**config.mk**
```make
export PLATFORM = sky130hd
export DESIGN_NAME = my_serial_subtractor
export DESIGN_NICKNAME = d
export VERILOG_FILES = /design/src/rtl/my_arith_pkg.sv /design/src/rtl/my_fulladder.sv /design/src/rtl/my_serial_subtractor.sv
export SDC_FILE = /design/constraint.sdc
export NUM_CORES = 1
export LEC_CHECK = 0
export ABC_AREA = 1
export CAP_MARGIN = 20
export CORE_MARGIN = 3
export CORE_UTILIZATION = 40
export CTS_CLUSTER_SIZE = 30
export DETAILED_ROUTE_END_ITERATION = 7
export PLACE_DENSITY = 0.66
export SYNTH_ARGS = -nofsm -noshare
export SYNTH_HDL_FRONTEND = slang
export SYNTH_SLANG_ARGS = --single-unit
export TNS_END_PERCENT = 30
```
**constraint.sdc**
```tcl
create_clock -name clk -period 3.2 [get_ports clk]
set_input_delay 0.8 -clock clk [delete_from_list [all_inputs] [get_ports clk]]
set_output_delay 0.8 -clock clk [all_outputs]
set_load 0.01 [all_outputs]
```
**src/rtl/my_arith_pkg.sv**
```systemverilog
// Shared arithmetic definitions: default operand width, the serial-unit FSM
// state type and the helper that sizes the bit counter.
package my_arith_pkg;

  localparam int DEFAULT_WIDTH = 16;

  typedef enum logic [1:0] {
    IDLE = 2'd0,
    RUN  = 2'd1,
    DONE = 2'd2
  } state_t;

  // Counter must hold 0..w-1; never narrower than one bit.
  function automatic int cnt_width(input int w);
    return (w > 1) ? $clog2(w) : 1;
  endfunction

  localparam int DEFAULT_CNT_W = cnt_width(DEFAULT_WIDTH);

endpackage

```
**src/rtl/my_fulladder.sv**
```systemverilog
// One-bit full adder; the serial subtractor feeds it a, ~b and the carry FF.
module my_fulladder (
  input  logic a,
  input  logic b,
  input  logic cin,
  output logic sum,
  output logic cout
);

  assign sum  = a ^ b ^ cin;
  assign cout = (a & b) | (a & cin) | (b & cin);

endmodule

```
**src/rtl/my_serial_subtractor.sv**
```systemverilog
// Bit-serial a - b, LSB first, one bit per clock, valid/ready handshake on both sides.
// Optional zero/neg/ovf flag outputs are enabled by defining MY_SERIAL_SUBTRACTOR_FLAGS_EN.
module my_serial_subtractor
  import my_arith_pkg::*;
#(
  parameter int WIDTH = DEFAULT_WIDTH
) (
  input  logic             clk,
  input  logic             reset,
  input  logic             in_valid,
  output logic             in_ready,
  input  logic [WIDTH-1:0] a,
  input  logic [WIDTH-1:0] b,
  output logic             out_valid,
  input  logic             out_ready,
  output logic [WIDTH-1:0] diff,
  output logic             borrow
`ifdef MY_SERIAL_SUBTRACTOR_FLAGS_EN
  ,
  output logic             zero,
  output logic             neg,
  output logic             ovf
`endif
);

  localparam int CNT_W = cnt_width(WIDTH);
  localparam logic [CNT_W-1:0] LAST_BIT = CNT_W'(WIDTH - 1);

  state_t           state;
  logic [WIDTH-1:0] a_sh;
  logic [WIDTH-1:0] b_sh;
  logic [WIDTH-1:0] diff_reg;
  logic [WIDTH-1:0] diff_next;
  logic [CNT_W-1:0] cnt;
  logic             carry;
  logic             borrow_reg;
  logic             fa_sum;
  logic             fa_cout;
  logic             last_bit;

  my_fulladder u_fa (
    .a    (a_sh[0]),
    .b    (~b_sh[0]),
    .cin  (carry),
    .sum  (fa_sum),
    .cout (fa_cout)
  );

  // Result bits enter at the MSB so that after WIDTH shifts bit 0 lands at diff[0].
  assign diff_next = {fa_sum, diff_reg[WIDTH-1:1]};
  assign last_bit  = (state == RUN) && (cnt == LAST_BIT);

  always_ff @(posedge clk or posedge reset) begin
    if (reset) begin
      state      <= IDLE;
      a_sh       <= '0;
      b_sh       <= '0;
      diff_reg   <= '0;
      cnt        <= '0;
      carry      <= 1'b1;
      borrow_reg <= 1'b0;
    end else begin
      case (state)
        IDLE: begin
          if (in_valid) begin
            a_sh  <= a;
            b_sh  <= b;
            cnt   <= '0;
            carry <= 1'b1;
            state <= RUN;
          end
        end
        RUN: begin
          a_sh     <= a_sh >> 1;
          b_sh     <= b_sh >> 1;
          diff_reg <= diff_next;
          carry    <= fa_cout;
          if (cnt == LAST_BIT) begin
            borrow_reg <= ~fa_cout;
            state      <= DONE;
          end else begin
            cnt <= cnt + 1'b1;
          end
        end
        DONE: begin
          if (out_ready) begin
            state <= IDLE;
          end
        end
        default: state <= IDLE;
      endcase
    end
  end

  assign in_ready  = (state == IDLE);
  assign out_valid = (state == DONE);
  assign diff      = diff_reg;
  assign borrow    = borrow_reg;

`ifdef MY_SERIAL_SUBTRACTOR_FLAGS_EN
  // Operand signs are shifted out during RUN, so keep them for the overflow test.
  logic sign_a;
  logic sign_b;

  always_ff @(posedge clk or posedge reset) begin
    if (reset) begin
      sign_a <= 1'b0;
      sign_b <= 1'b0;
      zero   <= 1'b0;
      neg    <= 1'b0;
      ovf    <= 1'b0;
    end else begin
      if (state == IDLE && in_valid) begin
        sign_a <= a[WIDTH-1];
        sign_b <= b[WIDTH-1];
      end
      if (last_bit) begin
        zero <= (diff_next == '0);
        neg  <= fa_sum;
        ovf  <= (sign_a ^ sign_b) & (fa_sum ^ sign_a);
      end
    end
  end
`endif

endmodule

```
==> flow_summary.ini, run 1 <==
[status]
status = finished, final reports clean

[setup_path]
worst-endpoint-required_ps = 2400
path_buf_inv = 1
crit_chain = nor2_1, clkdlybuf4s50_1
worst_setup_path_end_kind = primary output
critPathTopFamily = buffers and inverters
critPathLaunchType = flop
worstSetupPathType = flop to primary output
worst_path_max_delay_cell = clkdlybuf4s50_1
arrival_time_at_the_worst_endpoint_ps = 1550
critPathMaxStageDelay_ps = 580
crit_path_max_fanout = 4

[clocking]
cts_inserted_buffers = 5
clkSlewWorstSetupHoldPaths_ps = 100
cts_tree = done
cts.repair.resized = 0
clk_latency_ps = 310
htreeDepth = 2
clock_tree.root_cell = clkbuf_8
postCtsSetupBuffers = 0
clock-sinks = 56
hold_buffers = 0
cts_max_path_buffers = 2

[timing]
fin_crit_sh_pct = 73.58
clock_skew_ps = 9.227
tightestPinTransition_ps = 664.7
number_of_endpoints_failing_setup_at_the_final_stage = 0
max_clock_freq_mhz = 424.7
setup_repair_after_global_routing_missed_its_margin = false
max-slew-margin-rel_pct = 55.58
timing_max_transition_violations_final = 0
hold_violations = 0
post-route-min-period_ps = 2355
fin_setup_tns_ps = 0

[routing]
wire_per_inst_um = 12.06
drt_iter0_drc = 138
avgViaCountPerCell = 4.762
wirelength_um = 5716
routed_vias = 2257
drc = 0
postRouteAntennaNets = 0
drt_pass1_iterations = 4

[die]
dieHeight_um = 86.53
ioPinCount = 55
die_width_um = 86.53
dieArea_um2 = 7487
core-area_um2 = 6096
start_util_pct = 42.55
floorplan.rows = 28

[global_route]
grt_antenna_before_repair = 0
grt_start_max_net_pins = 34
grt_pass1_vias = 2276
groute.usage.overall_pct = 16.89
grt.overflow.total = 0
global_route_wire_length_before_repair_um = 10120

[cells_and_area]
fin_area_um2 = 3274
filler_cell_count = 627
area_growth_pct = 26.24
layout.cells.most_common_list = 235 x nand2_1, 55 x dfrtp_1, 54 x clkdlybuf4s50_1
layout_commonest_cell = nand2_1
diodes = 0
final_net_count = 436
final_layout_size_suffix_gt1_share_pct = 5.263

[place]
numPortBuffers = 54
gpl.final_weighted_congestion = 0.7400
post_dp_cell_area_um2 = 3179
place.detailed.hpwl_um = 3902

[logic_synthesis]
yosysSeqAreaShare_pct = 54.08
avgSynthCellArea_um2 = 7.453
ys.warnings.count = 0
synthesis.nets = 386
post_synth_instance_area_um2 = 2594
count_of_distinct_cell_types_in_the_synthesized_netlist = 21
synth_register_bits = 56
postSynthCellCount = 348

[worst_hold_path]
hold_class = flop to flop

[power_and_ir_drop]
power.total_uw = 2913
power_density_nw_per_um2 = 889.6
power.ir.vdd_worst_mv = 0.4214
total_leakage_power_uw = 0.001753

[job]
cap_viol_max_count = 0
==> final timing paths <==
check / startpoint / end / slack (ps) / cells past startpoint
setup / recovery: state[0] / in_ready / 850 / 2
hold / removal: a_sh[9] / a_sh[9] / 490 / 2
setup reg to reg: state[0] / b_sh[5] / 1530 / 7
hold reg to reg: a_sh[9] / a_sh[9] / 490 / 2
max in group asynchronous: reset / carry / 1710 / 3
min in group asynchronous: reset / b_sh[11] / 820 / 2
==> worst min-delay path, delay by kind of cell, from the launching register on <==
family	cells	cell delay, ps
flip-flops	1	350
AND/OR/NAND/NOR	2	110
==> per-stage QoR <==
stage	cells	worst slack, ps	util, %	hold slack [ps]
final	474	845.4	53.72	487.8
after global routing	474	726.4	53.72	506.9
after CTS	474	810.6	53.72	494.1
after detailed placement	466	1065	52.16	464.9
after global placement	466	1104	52.16	462.3
after floorplan	348	1030	-	448.8
==> kinds of logic after synthesis <==
kind of cell	Yosys count	share of synthesized area (%)
buf+inv	27	5.210
simple gates	255	37.87
flops	56	54.08
compound gates	8	1.592
fa+ha+maj	2	1.254
==> Yosys cell counts <==
cell type	n	share of area, %
a21oi_1	1	0.19
buf_2	12	2.3
buf_4	1	0.29
buf_6	2	0.87
clkbuf_1	1	0.14
clkinv_1	1	0.14
dfrtp_1	55	53
dfstp_2	1	1.0
fa_1	1	0.77
ha_1	1	0.48
inv_1	8	1.2
inv_2	2	0.29
nand2_1	235	34
nand2_2	3	0.72
nand3_1	10	1.9
nand4_1	1	0.24
nor2_1	5	0.72
o21ai_0	5	0.96
o21ai_1	1	0.19
o22ai_1	1	0.24
or2_2	1	0.24
==> where the power goes <==
part	switching, uW	leakage [uW]	internal, uW	total, uW
registers	213	0.000709	1030	1240
clock network	227	0.0000484	178	405
logic	738	0.000995	528	1270
==> layer usage <==
metal  wire length [um]  vias up  GRT usage, %
li1                   -     1148             -
met1               2625     1055         22.16
met2               2713       44         27.68
met3                273       10         3.612
met4                104        0         5.949
met5                  0        -             0
==> layout make-up <==
class	instances	area, um2	area share, %
inverters	11	41.29	1.261
multi-input cells	265	1064	32.48
flip-flops and latches	56	1403	42.84
repair buffers	59	578.1	17.65
well taps	75	93.84	2.866
clock inverters	1	8.758	0.2675
clock buffers	7	86.33	2.637
Note: power is estimated with default switching activity, not from simulation.
==> run 2, diff against run 1 <==
==> constraint.sdc (replaced) <==
create_clock -name clk -period 2.2 [get_ports clk]
set_input_delay 0.55 -clock clk [delete_from_list [all_inputs] [get_ports clk]]
set_output_delay 0.55 -clock clk [all_outputs]
set_load 0.01 [all_outputs]
==> run 2 against run 1 <==
Net effect:
- cell area is 1.2% higher
- final cell count is 0.21% higher
- sequential cell count stayed put
- critical path type unchanged
- largest power group unchanged
- first-iteration DRC count is 7.2% higher
==> flow_summary.ini, run 2 (synthesis gave the netlist of run 1 again) <==
[setup_path]
worstRegToRegCells = 7
worst-endpoint-required_ps = 1650
critPathTopFamily = buffers and inverters
timing.critical_path.depth = 2
crit_path_max_fanout = 4
crit_end = in_ready
crit_chain = nor2_1, clkdlybuf4s50_1
path_buf_inv = 1
worst_setup_path_end_kind = primary output
critPathLaunchType = flop
r2r_start = state[0]
critical_path.startpoint = state[0]
critPathMaxStageDelay_ps = 590
worstSetupPathType = flop to primary output
end_of_the_worst_register_to_register_path = b_sh[2]
arrival_time_at_the_worst_endpoint_ps = 1550
ff2ff_setup_slack_ps = 790
worst_path_max_delay_cell = clkdlybuf4s50_1

[worst_hold_path]
hold_class = flop to flop
min_from = a_sh[11]

[cells_and_area]
multi_input_comb_area_um2 = 1064
final_net_count = 437
final_layout_size_suffix_gt1_share_pct = 5.250
layout_commonest_cell = nand2_1
ff_latch_area_um2 = 1403
layout.cells.most_common_list = 235 x nand2_1, 55 x dfrtp_1, 54 x clkdlybuf4s50_1
diodes = 0
filler_cell_count = 590
fin_util_pct = 54.37
fin_area_um2 = 3314
fin_cells = 475
area_growth_pct = 27.79

[timing]
max_clock_freq_mhz = 475.1
setup_slack_ps = 95.21
hold_violations = 0
tightestPinTransition_ps = 490.8
setup_repair_after_global_routing_missed_its_margin = true
fin_crit_sh_pct = 95.67
timing_max_transition_violations_final = 0
number_of_endpoints_failing_setup_at_the_final_stage = 0
max-slew-margin-rel_pct = 67.21
clock_skew_ps = 6.422
post-route-min-period_ps = 2105

[die]
dieHeight_um = 86.53
dieArea_um2 = 7487
core-area_um2 = 6096
floorplan.rows = 28
die_width_um = 86.53
ioPinCount = 55
start_util_pct = 42.55

[clocking]
postCtsSetupBuffers = 0
clk_latency_ps = 300
clock_tree.root_cell = clkbuf_8
htreeDepth = 2
hold_buffers = 0
clock-sinks = 56
cts_inserted_buffers = 5
cts_max_path_buffers = 2
clkSlewWorstSetupHoldPaths_ps = 90
cts_tree = done
cts.repair.resized = 0

[place]
gpl.final_weighted_congestion = 0.7267
place.detailed.hpwl_um = 3759
numPortBuffers = 54
numPlacedInstances = 467
detailedPlace.worstSlack_ps = 278.2
post_dp_cell_area_um2 = 3224

[global_route]
grt.overflow.total = 0
grt_antenna_before_repair = 0
groute.usage.overall_pct = 16.56
grt_pass1_vias = 2286
grt_start_max_net_pins = 31
global_route_wire_length_before_repair_um = 10050

[routing]
highest-signal-layer = met4
met1Wirelength_um = 2595
wirelength_um = 5502
postRouteAntennaNets = 0
wire_per_inst_um = 11.58
met2WireLength_um = 2611
drc = 0
drt_iter0_drc = 148
routed_vias = 2208
drt_pass1_iterations = 4
met3RoutedLength_um = 252
avgViaCountPerCell = 4.648

[power_and_ir_drop]
total_leakage_power_uw = 0.001769
power.ir.vdd_worst_mv = 0.7295
power.total_uw = 4238
power.share.clock_pct = 13.4
power.share.sequential_pct = 42.2
int_power_uw = 2558
p_sw_uw = 1680
power.switching_fraction_pct = 39.65
power_density_nw_per_um2 = 1279
share_comb_of_total_power_pct = 44.4

[status]
status = finished, final reports clean

[job]
cap_viol_max_count = 0
[run 2: tightest hold or removal path, delay by kind of cell, from the launching register on]
| family | cells | cell delay, ps |
|---|---|---|
| and+or+nand+nor | 2 | 110 |
| DFF | 1 | 350 |
[run 2: layout make-up]
type | count | share of cell area [%]
Sequential cell | 56 | 42.32
Clock buffer | 8 | 2.718
Tap cell | 75 | 2.831
Inverter | 11 | 1.246
Timing Repair Buffer | 60 | 18.80
Multi-Input combinational cell | 265 | 32.09
[run 2: through the flow]
step | setup TNS [ps] | hold slack [ps]
after floorplan | 0 | 448.8
after global placement | 0 | 462.1
after detailed placement | 0 | 464.8
after CTS | 0 | 489.4
after global routing | -7.311 | 504.7
final | 0 | 487.6
[run 2: layer usage]
| metal | vias to the layer above | GRT usage, % |
|---|---|---|
| met5 | - | 0 |
| met4 | 0 | 2.975 |
| met3 | 5 | 3.612 |
| met2 | 45 | 28.86 |
| met1 | 1008 | 21.40 |
| li1 | 1150 | - |
[run 2: worst min path at each step]
stage	to	slack, ps	depth (start not counted)
4_1_cts	a_sh[11]	490	2
3_3_place_gp	a_sh[5]	460	2
5_1_grt	a_sh[2]	500	2
6_report	a_sh[11]	490	2
2_1_floorplan	b_sh[0]	450	2
3_5_place_dp	a_sh[1]	460	2
[run 2: power groups by stage]
stage	combinational, uW	sequential [uW]	clock [uW]
detailed placement	1910	1810	0
floorplan	1220	1820	0
global placement	1880	1800	0
global route	2220	1870	622
finish	1880	1790	568
CTS	1930	1790	585
==> run 3, diff against run 2 <==
==> constraint.sdc (replaced) <==
create_clock -name clk -period 2.2 [get_ports clk]
set_input_delay 0.55 -clock clk [delete_from_list [all_inputs] [get_ports clk]]
set_output_delay 0.55 -clock clk [all_outputs]
set_load 0.05 [all_outputs]
==> run 3 against run 2 <==
Net effect:
- utilization rose by 0.47 points
- maximum frequency rose by 1.2%
- clock skew rose by 3.7 ps
- wire length rose by 0.71%
- non-clock buffer count rose by 1
- cell area rose by 0.87%
- clock power rose by 22%
- largest cell class unchanged
==> flow_summary.ini, run 3 (synthesis gave the netlist of run 1 again) <==
[status]
status = finished, final reports clean

[die]
die_width_um = 86.53
ioPinCount = 55
dieHeight_um = 86.53
floorplan.rows = 28
dieArea_um2 = 7487
core-area_um2 = 6096
start_util_pct = 42.55

[timing]
fin_crit_sh_pct = 94.50
max-slew-margin-rel_pct = 62.99
hold_violations = 0
fin_worst_hold_slack_ps = 487.1
timing_max_transition_violations_final = 0
max_clock_freq_mhz = 481.0
post-route-min-period_ps = 2079
tightestPinTransition_ps = 553.9
setup_repair_after_global_routing_missed_its_margin = false
fin_setup_tns_ps = 0
clock_skew_ps = 10.11
number_of_endpoints_failing_setup_at_the_final_stage = 0

[power_and_ir_drop]
total_leakage_power_uw = 0.001790
power.ir.vdd_worst_mv = 0.6629
power_density_nw_per_um2 = 1441

[routing]
postRouteAntennaNets = 0
wirelength_um = 5541
drc = 0
drt_iter0_drc = 114
routed_vias = 2195
wire_per_inst_um = 11.64
avgViaCountPerCell = 4.611
drt_pass1_iterations = 4

[setup_path]
critPathLaunchType = flop
critPathTopFamily = buffers and inverters
ff2ff_setup_slack_ps = 760
arrival_time_at_the_worst_endpoint_ps = 1530
worst_path_max_delay_cell = clkdlybuf4s50_1
worstSetupPathType = flop to primary output
critPathMaxStageDelay_ps = 820
path_buf_inv = 1
worst-endpoint-required_ps = 1650
crit_path_max_fanout = 3
worst_setup_path_end_kind = primary output
crit_chain = clkdlybuf4s50_1

[clocking]
htreeDepth = 2
cts_max_path_buffers = 2
clkSlewWorstSetupHoldPaths_ps = 100
postCtsSetupBuffers = 0
cts_tree = done
cts_inserted_buffers = 5
clock-sinks = 56
cts.repair.resized = 0
clock_tree.root_cell = clkbuf_8
hold_buffers = 0
clk_latency_ps = 320

[global_route]
grt_start_max_net_pins = 34
grt_pass1_vias = 2255
grt.overflow.total = 0
grt_antenna_before_repair = 0
groute.usage.overall_pct = 17.03
global_route_wire_length_before_repair_um = 10220

[cells_and_area]
layout.cells.most_common_list = 235 x nand2_1, 55 x dfrtp_1, 52 x clkdlybuf4s50_1
area_growth_pct = 28.90
ff_latch_area_um2 = 1403
layout_commonest_cell = nand2_1
filler_cell_count = 607
fin_area_um2 = 3343
multi_input_comb_area_um2 = 1064
final_layout_size_suffix_gt1_share_pct = 6.484
final_net_count = 438
diodes = 0

[place]
place.detailed.hpwl_um = 3793
post_dp_cell_area_um2 = 3227
numPortBuffers = 54
gpl.final_weighted_congestion = 0.7736

[job]
cap_viol_max_count = 0

[worst_hold_path]
hold_class = flop to flop
-- run 3: cell count changes in the layout (fill, tap and decap cells not counted) --
cell and delta:
buf_4 +3, clkbuf_1 -2, clkdlybuf4s50_1 -2, clkinv_4 +2, bufinv_16 +1, clkbuf_8 -1
-- run 3: layout make-up --
| cell class | instances | share of cell area (%) |
|---|---|---|
| Clock buffer | 5 | 2.058 |
| Clock inverter | 3 | 1.422 |
| Inverter | 11 | 1.235 |
| Multi-Input combinational cell | 265 | 31.81 |
| Sequential cell | 56 | 41.95 |
| Tap cell | 75 | 2.807 |
| Timing Repair Buffer | 61 | 18.71 |
-- run 3: worst paths after layout --
kind,start,endpoint,depth (start not counted)
min in group asynchronous,reset,diff[0],3
min reg2reg,b_sh[10],b_sh[10],2
max in group asynchronous,reset,carry,3
max,diff[15],diff[15],1
max reg2reg,state[0],b_sh[0],7
min,b_sh[10],b_sh[10],2
-- run 3: per-layer routing --
layer / vias to the layer above / GRT usage (%) / wire (um)
li1: 1148 / - / -
met1: 1003 / 22.68 / 2658
met2: 37 / 27.75 / 2528
met3: 7 / 3.992 / 272
met4: 0 / 5.099 / 82
met5: - / 0 / 0
-- run 3: power breakdown --
group | switching (uW) | internal (uW)
clock | 351 | 343
sequential | 291 | 1500
combinational | 1530 | 808
-- run 3: stage by stage --
stage          cells  utilization, %  power (uW)  setup WS [ps]
3_3_place_gp     468           52.94        4125          371.1
2_1_floorplan    348               -        3484          280.4
6_report         476           54.84        4818          121.0
4_1_cts          476           54.84        4894          102.5
5_1_grt          476           54.84        5292          48.32
3_5_place_dp     468           52.94        4181          321.9
-- run 3: worst register-to-register path: cells and delay by family (launching register included) --
family,cells,cell delay [ps]
simple gates,5,670
buf+inv,2,300
flops,1,420
